File: src/rtl/seq_divider.sv
// Multi-cycle restoring shift-subtract divider, one quotient bit per clock.
// Define SEQ_DIVIDER_SIGNED_EN for two's-complement operands (truncating division).
module seq_divider #(
  parameter int WIDTH = 16
) (
  input  logic             clk,
  input  logic             rst,
  input  logic             start,
  input  logic [WIDTH-1:0] a,
  input  logic [WIDTH-1:0] b,
  output logic             busy,
  output logic             done,
  output logic [WIDTH-1:0] q,
  output logic [WIDTH-1:0] r,
  output logic             div_by_zero
);

  localparam int CW = $clog2(WIDTH);

  typedef enum logic [1:0] {S_IDLE, S_RUN, S_DONE} state_t;

  state_t           state_q, state_d;
  logic [WIDTH-1:0] dvsr_q, dvsr_d;
  logic [WIDTH-1:0] qreg_q, qreg_d;
  logic [WIDTH-1:0] rem_q, rem_d;
  logic [WIDTH-1:0] quo_q, quo_d;
  logic [WIDTH-1:0] rmd_q, rmd_d;
  logic [CW-1:0]    cnt_q, cnt_d;
  logic             dbz_q, dbz_d;

  logic [WIDTH:0]   shifted, trial;
  logic [WIDTH-1:0] nxt_q, nxt_r, q_res, r_res, a_op, b_op;

  // The partial remainder is always < divisor after an iteration, so only the
  // shifted/trial values need the extra (WIDTH+1)th bit; the register holds WIDTH.
  assign shifted = {rem_q, qreg_q[WIDTH-1]};
  assign trial   = shifted - {1'b0, dvsr_q};
  assign nxt_q   = {qreg_q[WIDTH-2:0], ~trial[WIDTH]};
  assign nxt_r   = trial[WIDTH] ? shifted[WIDTH-1:0] : trial[WIDTH-1:0];

`ifdef SEQ_DIVIDER_SIGNED_EN
  logic sgnq_q, sgnq_d, sgnr_q, sgnr_d;

  assign a_op  = a[WIDTH-1] ? ('0 - a) : a;
  assign b_op  = b[WIDTH-1] ? ('0 - b) : b;
  assign q_res = sgnq_q ? ('0 - nxt_q) : nxt_q;
  assign r_res = sgnr_q ? ('0 - nxt_r) : nxt_r;

  always_ff @(posedge clk or posedge rst) begin
    if (rst) begin
      sgnq_q <= 1'b0;
      sgnr_q <= 1'b0;
    end else begin
      sgnq_q <= sgnq_d;
      sgnr_q <= sgnr_d;
    end
  end
`else
  assign a_op  = a;
  assign b_op  = b;
  assign q_res = nxt_q;
  assign r_res = nxt_r;
`endif

  always_ff @(posedge clk or posedge rst) begin
    if (rst) begin
      state_q <= S_IDLE;
      dvsr_q  <= '0;
      qreg_q  <= '0;
      rem_q   <= '0;
      quo_q   <= '0;
      rmd_q   <= '0;
      cnt_q   <= '0;
      dbz_q   <= 1'b0;
    end else begin
      state_q <= state_d;
      dvsr_q  <= dvsr_d;
      qreg_q  <= qreg_d;
      rem_q   <= rem_d;
      quo_q   <= quo_d;
      rmd_q   <= rmd_d;
      cnt_q   <= cnt_d;
      dbz_q   <= dbz_d;
    end
  end

  always_comb begin
    state_d = state_q;
    dvsr_d  = dvsr_q;
    qreg_d  = qreg_q;
    rem_d   = rem_q;
    quo_d   = quo_q;
    rmd_d   = rmd_q;
    cnt_d   = cnt_q;
    dbz_d   = dbz_q;
`ifdef SEQ_DIVIDER_SIGNED_EN
    sgnq_d  = sgnq_q;
    sgnr_d  = sgnr_q;
`endif
    unique case (state_q)
      S_IDLE, S_DONE: begin
        state_d = S_IDLE;
        if (start) begin
          if (b == '0) begin
            quo_d   = '1;
            rmd_d   = a;
            dbz_d   = 1'b1;
            state_d = S_DONE;
          end else begin
            dvsr_d  = b_op;
            qreg_d  = a_op;
            rem_d   = '0;
            cnt_d   = '0;
            dbz_d   = 1'b0;
            state_d = S_RUN;
`ifdef SEQ_DIVIDER_SIGNED_EN
            sgnq_d  = a[WIDTH-1] ^ b[WIDTH-1];
            sgnr_d  = a[WIDTH-1];
`endif
          end
        end
      end
      S_RUN: begin
        qreg_d = nxt_q;
        rem_d  = nxt_r;
        cnt_d  = cnt_q + 1'b1;
        if (cnt_q == CW'(WIDTH - 1)) begin
          quo_d   = q_res;
          rmd_d   = r_res;
          state_d = S_DONE;
        end
      end
      default: state_d = S_IDLE;
    endcase
  end

  assign busy        = (state_q == S_RUN);
  assign done        = (state_q == S_DONE);
  assign q           = quo_q;
  assign r           = rmd_q;
  assign div_by_zero = dbz_q;

endmodule

File: config.mk
export PLATFORM = sky130hd
export DESIGN_NAME = seq_divider
export DESIGN_NICKNAME = d
export VERILOG_FILES = /design/src/rtl/seq_divider.sv
export SDC_FILE = /design/constraint.sdc
export NUM_CORES = 1
export LEC_CHECK = 0
export CAP_MARGIN = 0
export CELL_PAD_IN_SITES_DETAIL_PLACEMENT = 1
export CELL_PAD_IN_SITES_GLOBAL_PLACEMENT = 1
export CORE_MARGIN = 2
export CORE_UTILIZATION = 25
export CTS_CLUSTER_DIAMETER = 50
export CTS_CLUSTER_SIZE = 14
export DETAILED_ROUTE_END_ITERATION = 12
export PLACE_DENSITY = 0.57
export SLEW_MARGIN = 10
export SYNTH_ARGS = -nofsm -noshare
export SYNTH_HDL_FRONTEND = slang
export SYNTH_SLANG_ARGS = --single-unit
File: constraint.sdc
create_clock -name clk -period 7.5 [get_ports clk]
set_clock_uncertainty 0.15 [all_clocks]
set_input_delay 1.125 -clock clk [delete_from_list [all_inputs] [get_ports clk]]
set_output_delay 1.125 -clock clk [all_outputs]
set_load 0.03 [all_outputs]
==> impl_metrics.ini, run 1 <==
[global_route]
grt_antenna_before_repair = 0
grt-ovfl-total = 0
grtUsageTotal = 0.1450
grt_pass1_wl_mm = 22.48
grt_pass1_vias = 4262
grt_max_degree = 86

[synth]
synth.avg_cell_area_um2 = 9.022
synth_area_um2 = 4547
syn_inst = 504
synth_edf_count = 0
yosysWarningCount = 0
async_flop_share = 1.000
ys_seq_area_frac = 0.4788
synth_top_flop_cell = dfrtp_1
synth-seq-cells = 87
ys_types = 49
synth_nets = 557

[cells_and_area]
final_cells = 795
nNetsFinal = 614
syn2layout_area_growth_pct = 26.75
layout-drive-gt1-share = 0.06537
num_antenna_cells = 0
final_util = 0.3219

[cts]
h-tree-depth = 3
cts_buffer_depth = 2
clock_latency_ns = 0.35
cts_root_buf = clkbuf_16
postCtsSetupRepairBufs = 0
clock_sinks = 87
path_clk_slew_ns = 0.07
cts-buffers-inserted = 9
hold_buffers = 0
cts_tree = yes
cts_resized = 0

[placed_design]
place_hpwl_mm = 9.797
pre_cts_slack_ns = 3.311
dp_cells = 779
port_buffers = 69
place_congestion = 0.8595

[timing]
hold_violations = 0
slew_viol_final = 0
relSlewSlack = 0.2501
rsz0062_at_grt = no
finalCritPeriodShare = 0.5206
post-route-worst-setup-slack_ns = 3.595
final.setup.tns_ns = 0
fmax_mhz = 256.1
min_period_ns = 3.905
setup_viol = 0
worstMarginPinSlew_ns = 1.125

[floorplan]
die_h_um = 138.9
start_util = 0.2540
core_um2 = 17900
die_area_um2 = 19280
rows = 49
die_x_um = 138.9
ios = 70

[setup_path]
worst_setup_path_start_kind = flop
worstSetupEndpointType = output port
crit_arrival_ns = 2.63
timing.rr.start = qreg_q[15]$_DFFE_PP0P_
crit_required_ns = 6.22
criticalPathCategory = reg2out
worstReg2RegEnd = r[6]$_DFFE_PP0P_
worst-r2r-cell-count = 11
rrSetupSlack_ns = 4.08
path_max_fanout = 80

[pwr]
p_leak_nw = 2.407
switching_share = 0.4726
finalPower_mw = 3.300
vdd_drop_max_mv = 0.1638
power_frac_comb = 0.597
intPower_mw = 1.741
p_seq_frac = 0.257
p_sw_mw = 1.560
powerDensity_nw_per_um2 = 572.6
clkPwrFrac = 0.147

[route]
drtAntennaViolNets = 0
finalWirelength_mm = 13.49
first_iter_violations = 171
wl_per_cell_um = 16.97
post-route-drc-count = 0
vias = 3819
via_per_inst = 4.804
dr.pass1.iters = 4

[hold_path]
min_to = div_by_zero$_DFFE_PP0P_
hold_start = div_by_zero$_DFFE_PP0P_
hold_class = reg2reg
hold_depth = 2

[status]
status = completed

[flow_run]
cap_viol_max_count = 0
-- state kept, by name, indices dropped and copies added (netlist names) --
register and count:
cnt_q 4, div_by_zero 1, dvsr_q 16, q 16, qreg_q 16, r 16
rem_q 16, state_q 2
-- cells in the mapped netlist (2+ instances only) --
| cell | n | share of area |
|---|---|---|
| ha_1 | 17 | 0.047 |
| mux2i_1 | 10 | 0.022 |
| a21o_1 | 9 | 0.015 |
| xor2_1 | 7 | 0.013 |
| a21boi_0 | 2 | 0.0033 |
| o21ai_1 | 13 | 0.014 |
| a21oi_2 | 5 | 0.0096 |
| inv_1 | 21 | 0.017 |
| nand3_1 | 16 | 0.018 |
| nand4_1 | 3 | 0.0041 |
| nor2b_1 | 6 | 0.0083 |
| nor4_1 | 5 | 0.0069 |
| nor3_1 | 2 | 0.0022 |
| o22ai_1 | 11 | 0.015 |
| a22oi_1 | 2 | 0.0033 |
| o21a_1 | 3 | 0.0050 |
| or3_1 | 6 | 0.0083 |
| dfrtp_1 | 87 | 0.48 |
| xnor2_1 | 7 | 0.013 |
| clkbuf_1 | 24 | 0.020 |
| nand2_1 | 70 | 0.058 |
| a31oi_1 | 21 | 0.029 |
| buf_1 | 2 | 0.0017 |
| nor2_1 | 55 | 0.045 |
| o2111ai_1 | 2 | 0.0039 |
| o21ai_0 | 35 | 0.039 |
| and2_1 | 3 | 0.0041 |
| nand2b_1 | 2 | 0.0028 |
| a21oi_1 | 38 | 0.042 |
-- final cells by class --
type / instances / area (µm²)
Tap cell: 229 / 286.5
Clock buffer: 9 / 225.2
Timing Repair Buffer: 75 / 735.7
Inverter: 21 / 80.08
Sequential cell: 87 / 2177
Multi-Input combinational cell: 367 / 2172
Fill cell: 2087 / 12140
Clock inverter: 7 / 86.33
-- layer usage --
metal / vias up / part of all wire / wire length [µm] / global-route usage
met2: 48 / 0.51 / 6880 / 0.2572
met1: 1885 / 0.45 / 6077 / 0.1819
li1: 1876 / - / - / -
met3: 10 / 0.026 / 350 / 0.01934
met5: - / 0 / 0 / 0
met4: 0 / 0.014 / 185 / 0.04944
-- worst max-delay path, stage by stage, from the launching register on --
cell             delay, ns
dfrtp_1               0.43
nand2b_2              0.09
buf_4                 0.59
inv_1                 0.43
clkdlybuf4s50_1       0.70
-- layout by cell type (no fill, tap or decap), types with 2 or more instances in the layout --
| cell | Yosys | final |
|---|---|---|
| clkbuf_16 | 0 | 9 |
| nor3_1 | 2 | 2 |
| a22oi_1 | 2 | 2 |
| nand2_1 | 70 | 70 |
| o22ai_1 | 11 | 11 |
| nor2b_1 | 6 | 6 |
| nor4_1 | 5 | 5 |
| a21boi_0 | 2 | 2 |
| mux2i_1 | 10 | 10 |
| o21ai_0 | 35 | 35 |
| ha_1 | 17 | 17 |
| nand4_1 | 3 | 3 |
| clkdlybuf4s50_1 | 0 | 69 |
| buf_4 | 1 | 6 |
| inv_1 | 21 | 20 |
| a31oi_1 | 21 | 21 |
| inv_6 | 0 | 2 |
| a21oi_2 | 5 | 5 |
| o2111ai_1 | 2 | 2 |
| nor2_1 | 55 | 55 |
| and2_1 | 3 | 3 |
| dfrtp_1 | 87 | 87 |
| a21o_1 | 9 | 9 |
| xor2_1 | 7 | 7 |
| o21a_1 | 3 | 3 |
| o21ai_1 | 13 | 13 |
| a21oi_1 | 38 | 38 |
| xnor2_1 | 7 | 7 |
| or3_1 | 6 | 6 |
| inv_8 | 0 | 2 |
| nand3_1 | 16 | 16 |
-- kinds of logic (layout without fill, tap and decap cells) --
family | Yosys count | after routing | share of synthesized area
mux | 11 | 11 | 0.02697
flops | 87 | 87 | 0.4788
buf+inv | 50 | 112 | 0.04403
simple gates | 174 | 174 | 0.1684
compound gates | 150 | 150 | 0.2036
xor+xnor | 14 | 14 | 0.02697
fa+ha+maj | 18 | 18 | 0.05118
-- worst max path at each step --
stage                                      start                   end  slack, ns
after floorplan                              rst  cnt_q[0]$_DFFE_PP0P_       3.97
after global placement                     b[11]     r[11]$_DFFE_PP0P_       3.34
after detailed placement                   b[11]     r[11]$_DFFE_PP0P_       3.31
after CTS                 state_q[0]$_DFFE_PP0N_                  busy       3.56
after global routing      state_q[0]$_DFFE_PP0N_                  busy       3.40
final                     state_q[0]$_DFFE_PP0N_                  busy       3.60
-- power groups by stage --
| stage | clock (mW) | sequential, mW | combinational [mW] |
|---|---|---|---|
| finish | 0.484 | 0.847 | 1.97 |
| global route | 0.515 | 0.876 | 2.20 |
| CTS | 0.495 | 0.851 | 2.00 |
| detailed placement | 0 | 0.860 | 1.98 |
| global placement | 0 | 0.855 | 1.95 |
| floorplan | 0 | 0.952 | 1.33 |
-- per-stage QoR --
stage | cell area (µm²) | hold WS, ns
2_1_floorplan | 4547 | 0.3023
3_3_place_gp | 5451 | 0.3317
3_5_place_dp | 5451 | 0.3452
4_1_cts | 5763 | 0.3633
5_1_grt | 5763 | 0.4027
6_report | 5763 | 0.3477
Power figures use the tool's default switching activity.
==> inputs of run 2 (changes only) <==
Settings changed: PLACE_DENSITY 0.57 to 0.59.
Clock period 7.5 ns to 3.1 ns, I/O delays scaled along.
==> impl_metrics.ini, run 2 (same netlist as run 1, synthesis figures left out) <==
[global_route]
grt_pass1_wl_mm = 22.25
grt_pass1_vias = 4154
grt_antenna_before_repair = 0
grtUsageTotal = 0.1445
grt-ovfl-total = 0
grt_max_degree = 88

[pwr]
vdd_drop_max_mv = 0.4605
p_leak_nw = 2.483
powerDensity_nw_per_um2 = 1430

[route]
finalWirelength_mm = 13.62
dr.pass1.iters = 4
via_per_inst = 4.799
wl_per_cell_um = 16.94
first_iter_violations = 226
drtAntennaViolNets = 0
post-route-drc-count = 0
vias = 3858

[cts]
h-tree-depth = 3
hold_buffers = 0
path_clk_slew_ns = 0.06
clock_latency_ns = 0.34
cts_root_buf = clkbuf_16
cts_tree = yes
cts-buffers-inserted = 9
cts_buffer_depth = 2
clock_sinks = 87

[cells_and_area]
num_antenna_cells = 0
syn2layout_area_growth_pct = 31.10
mostFrequentLayoutCell = dfrtp_1
layout-drive-gt1-share = 0.08696
layout_common_cells = 87 x dfrtp_1, 70 x nand2_1, 69 x clkdlybuf4s50_1
nNetsFinal = 625
seq_area_um2 = 2177
fill_cells = 2069
final_util = 0.3330
final_cells = 804
multi_input_area_um2 = 2210

[placed_design]
dp_cells = 786
place_hpwl_mm = 9.826
pre_cts_slack_ns = 0.02643
place_congestion = 0.7944
port_buffers = 69

[floorplan]
die_h_um = 138.9
core_um2 = 17900
die_area_um2 = 19280
ios = 70
die_x_um = 138.9
rows = 49
start_util = 0.2540

[setup_path]
worstSetupEndpointType = flop
crit_arrival_ns = 3.13
worst_setup_path_start_kind = flop
max_stage_delay_ns = 0.45
crit_path_cell_trace = ha_2, fa_1, and2b_4, o2111ai_4, a31oi_4, o211ai_4, mux2i_4, nor2_4, buf_12, a2111o_1, a21oi_2
cp_top_family = compound AO/OA/AOI/OAI gates
criticalPathCategory = reg2reg
crit_buf_inv = 1
crit_required_ns = 3.22
path_max_fanout = 7
cpMaxStageDelayCell = a2111o_1

[timing]
rsz0062_at_grt = yes
slew_viol_final = 0
min_period_ns = 3.010
fmax_mhz = 332.2
setup_viol = 0
hold_violations = 0
worstMarginPinSlew_ns = 0.7609
post-route-worst-setup-slack_ns = 0.08994
final.setup.tns_ns = 0
finalCritPeriodShare = 0.9710
relSlewSlack = 0.4928

[hold_path]
hold_class = reg2reg

[status]
status = completed

[flow_run]
cap_viol_max_count = 0
==> run 2: final timing paths <==
check                                        start                       to  slack, ns  cells past startpoint
min in group asynchronous                      rst        q[13]$_DFFE_PP0P_       0.37                      3
hold reg to reg            div_by_zero$_DFFE_PP0P_  div_by_zero$_DFFE_PP0P_       0.35                      2
setup reg to reg             dvsr_q[0]$_DFFE_PP0P_        r[13]$_DFFE_PP0P_       0.09                     11
setup / recovery             dvsr_q[0]$_DFFE_PP0P_        r[13]$_DFFE_PP0P_       0.09                     11
max in group asynchronous                      rst   qreg_q[11]$_DFFE_PP0P_       2.03                      3
hold / removal             div_by_zero$_DFFE_PP0P_  div_by_zero$_DFFE_PP0P_       0.35                      2
==> run 2: metal layers <==
metal  routed length (µm)  GRT usage  vias to the layer above
met3                  371    0.02521                       11
met4                  132    0.04200                        0
met2                 7037     0.2580                       52
met5                    0          0                        -
met1                 6079     0.1790                     1906
li1                     -          -                     1889
==> run 2: where the power goes <==
| part | leakage [nW] | internal [mW] | switching [mW] |
|---|---|---|---|
| Clock | 0.144 | 0.700 | 0.467 |
| Combinational | 1.36 | 2.21 | 3.08 |
| Sequential | 0.979 | 1.69 | 0.374 |
| Total | 2.48 | 4.60 | 3.92 |
==> run 2: stage by stage <==
step	hold WS [ns]	total power, mW	cell area [µm²]
after CTS	0.3504	8.326	5876
after global routing	0.4029	9.218	5961
final	0.3530	8.521	5961
after global placement	0.3288	7.010	5567
after floorplan	0.3023	5.519	4547
after detailed placement	0.3313	7.126	5567
==> run 2: worst register-to-register path, stage by stage, from the launching register on <==
cell and delay, ns:
dfrtp_1 0.39, ha_2 0.20, fa_1 0.37, and2b_4 0.29, o2111ai_4 0.14, a31oi_4 0.20, o211ai_4 0.11, mux2i_4 0.27
nor2_4 0.08, buf_12 0.17, a2111o_1 0.45, a21oi_2 0.13
==> run 2: final cells by class <==
cell class	count	share of cell area
repair buffers	86	0.1507
inverters	21	0.01343
clock buffers	9	0.03778
clock inverters	5	0.01406
well taps	229	0.04807
multi-input cells	367	0.3707
flip-flops and latches	87	0.3652
==> run 2: repair_timing <==
action                     4_1_cts  5_1_grt
buffers inserted                 0        3
setup endpoints to repair        0       32
gates resized for setup          0        6
==> inputs of run 3 (changes only) <==
Settings changed: TNS_END_PERCENT set to 50.
==> results of run 3 <==
Same layout as run 2: the final DEF is identical, and so are final timing and power.
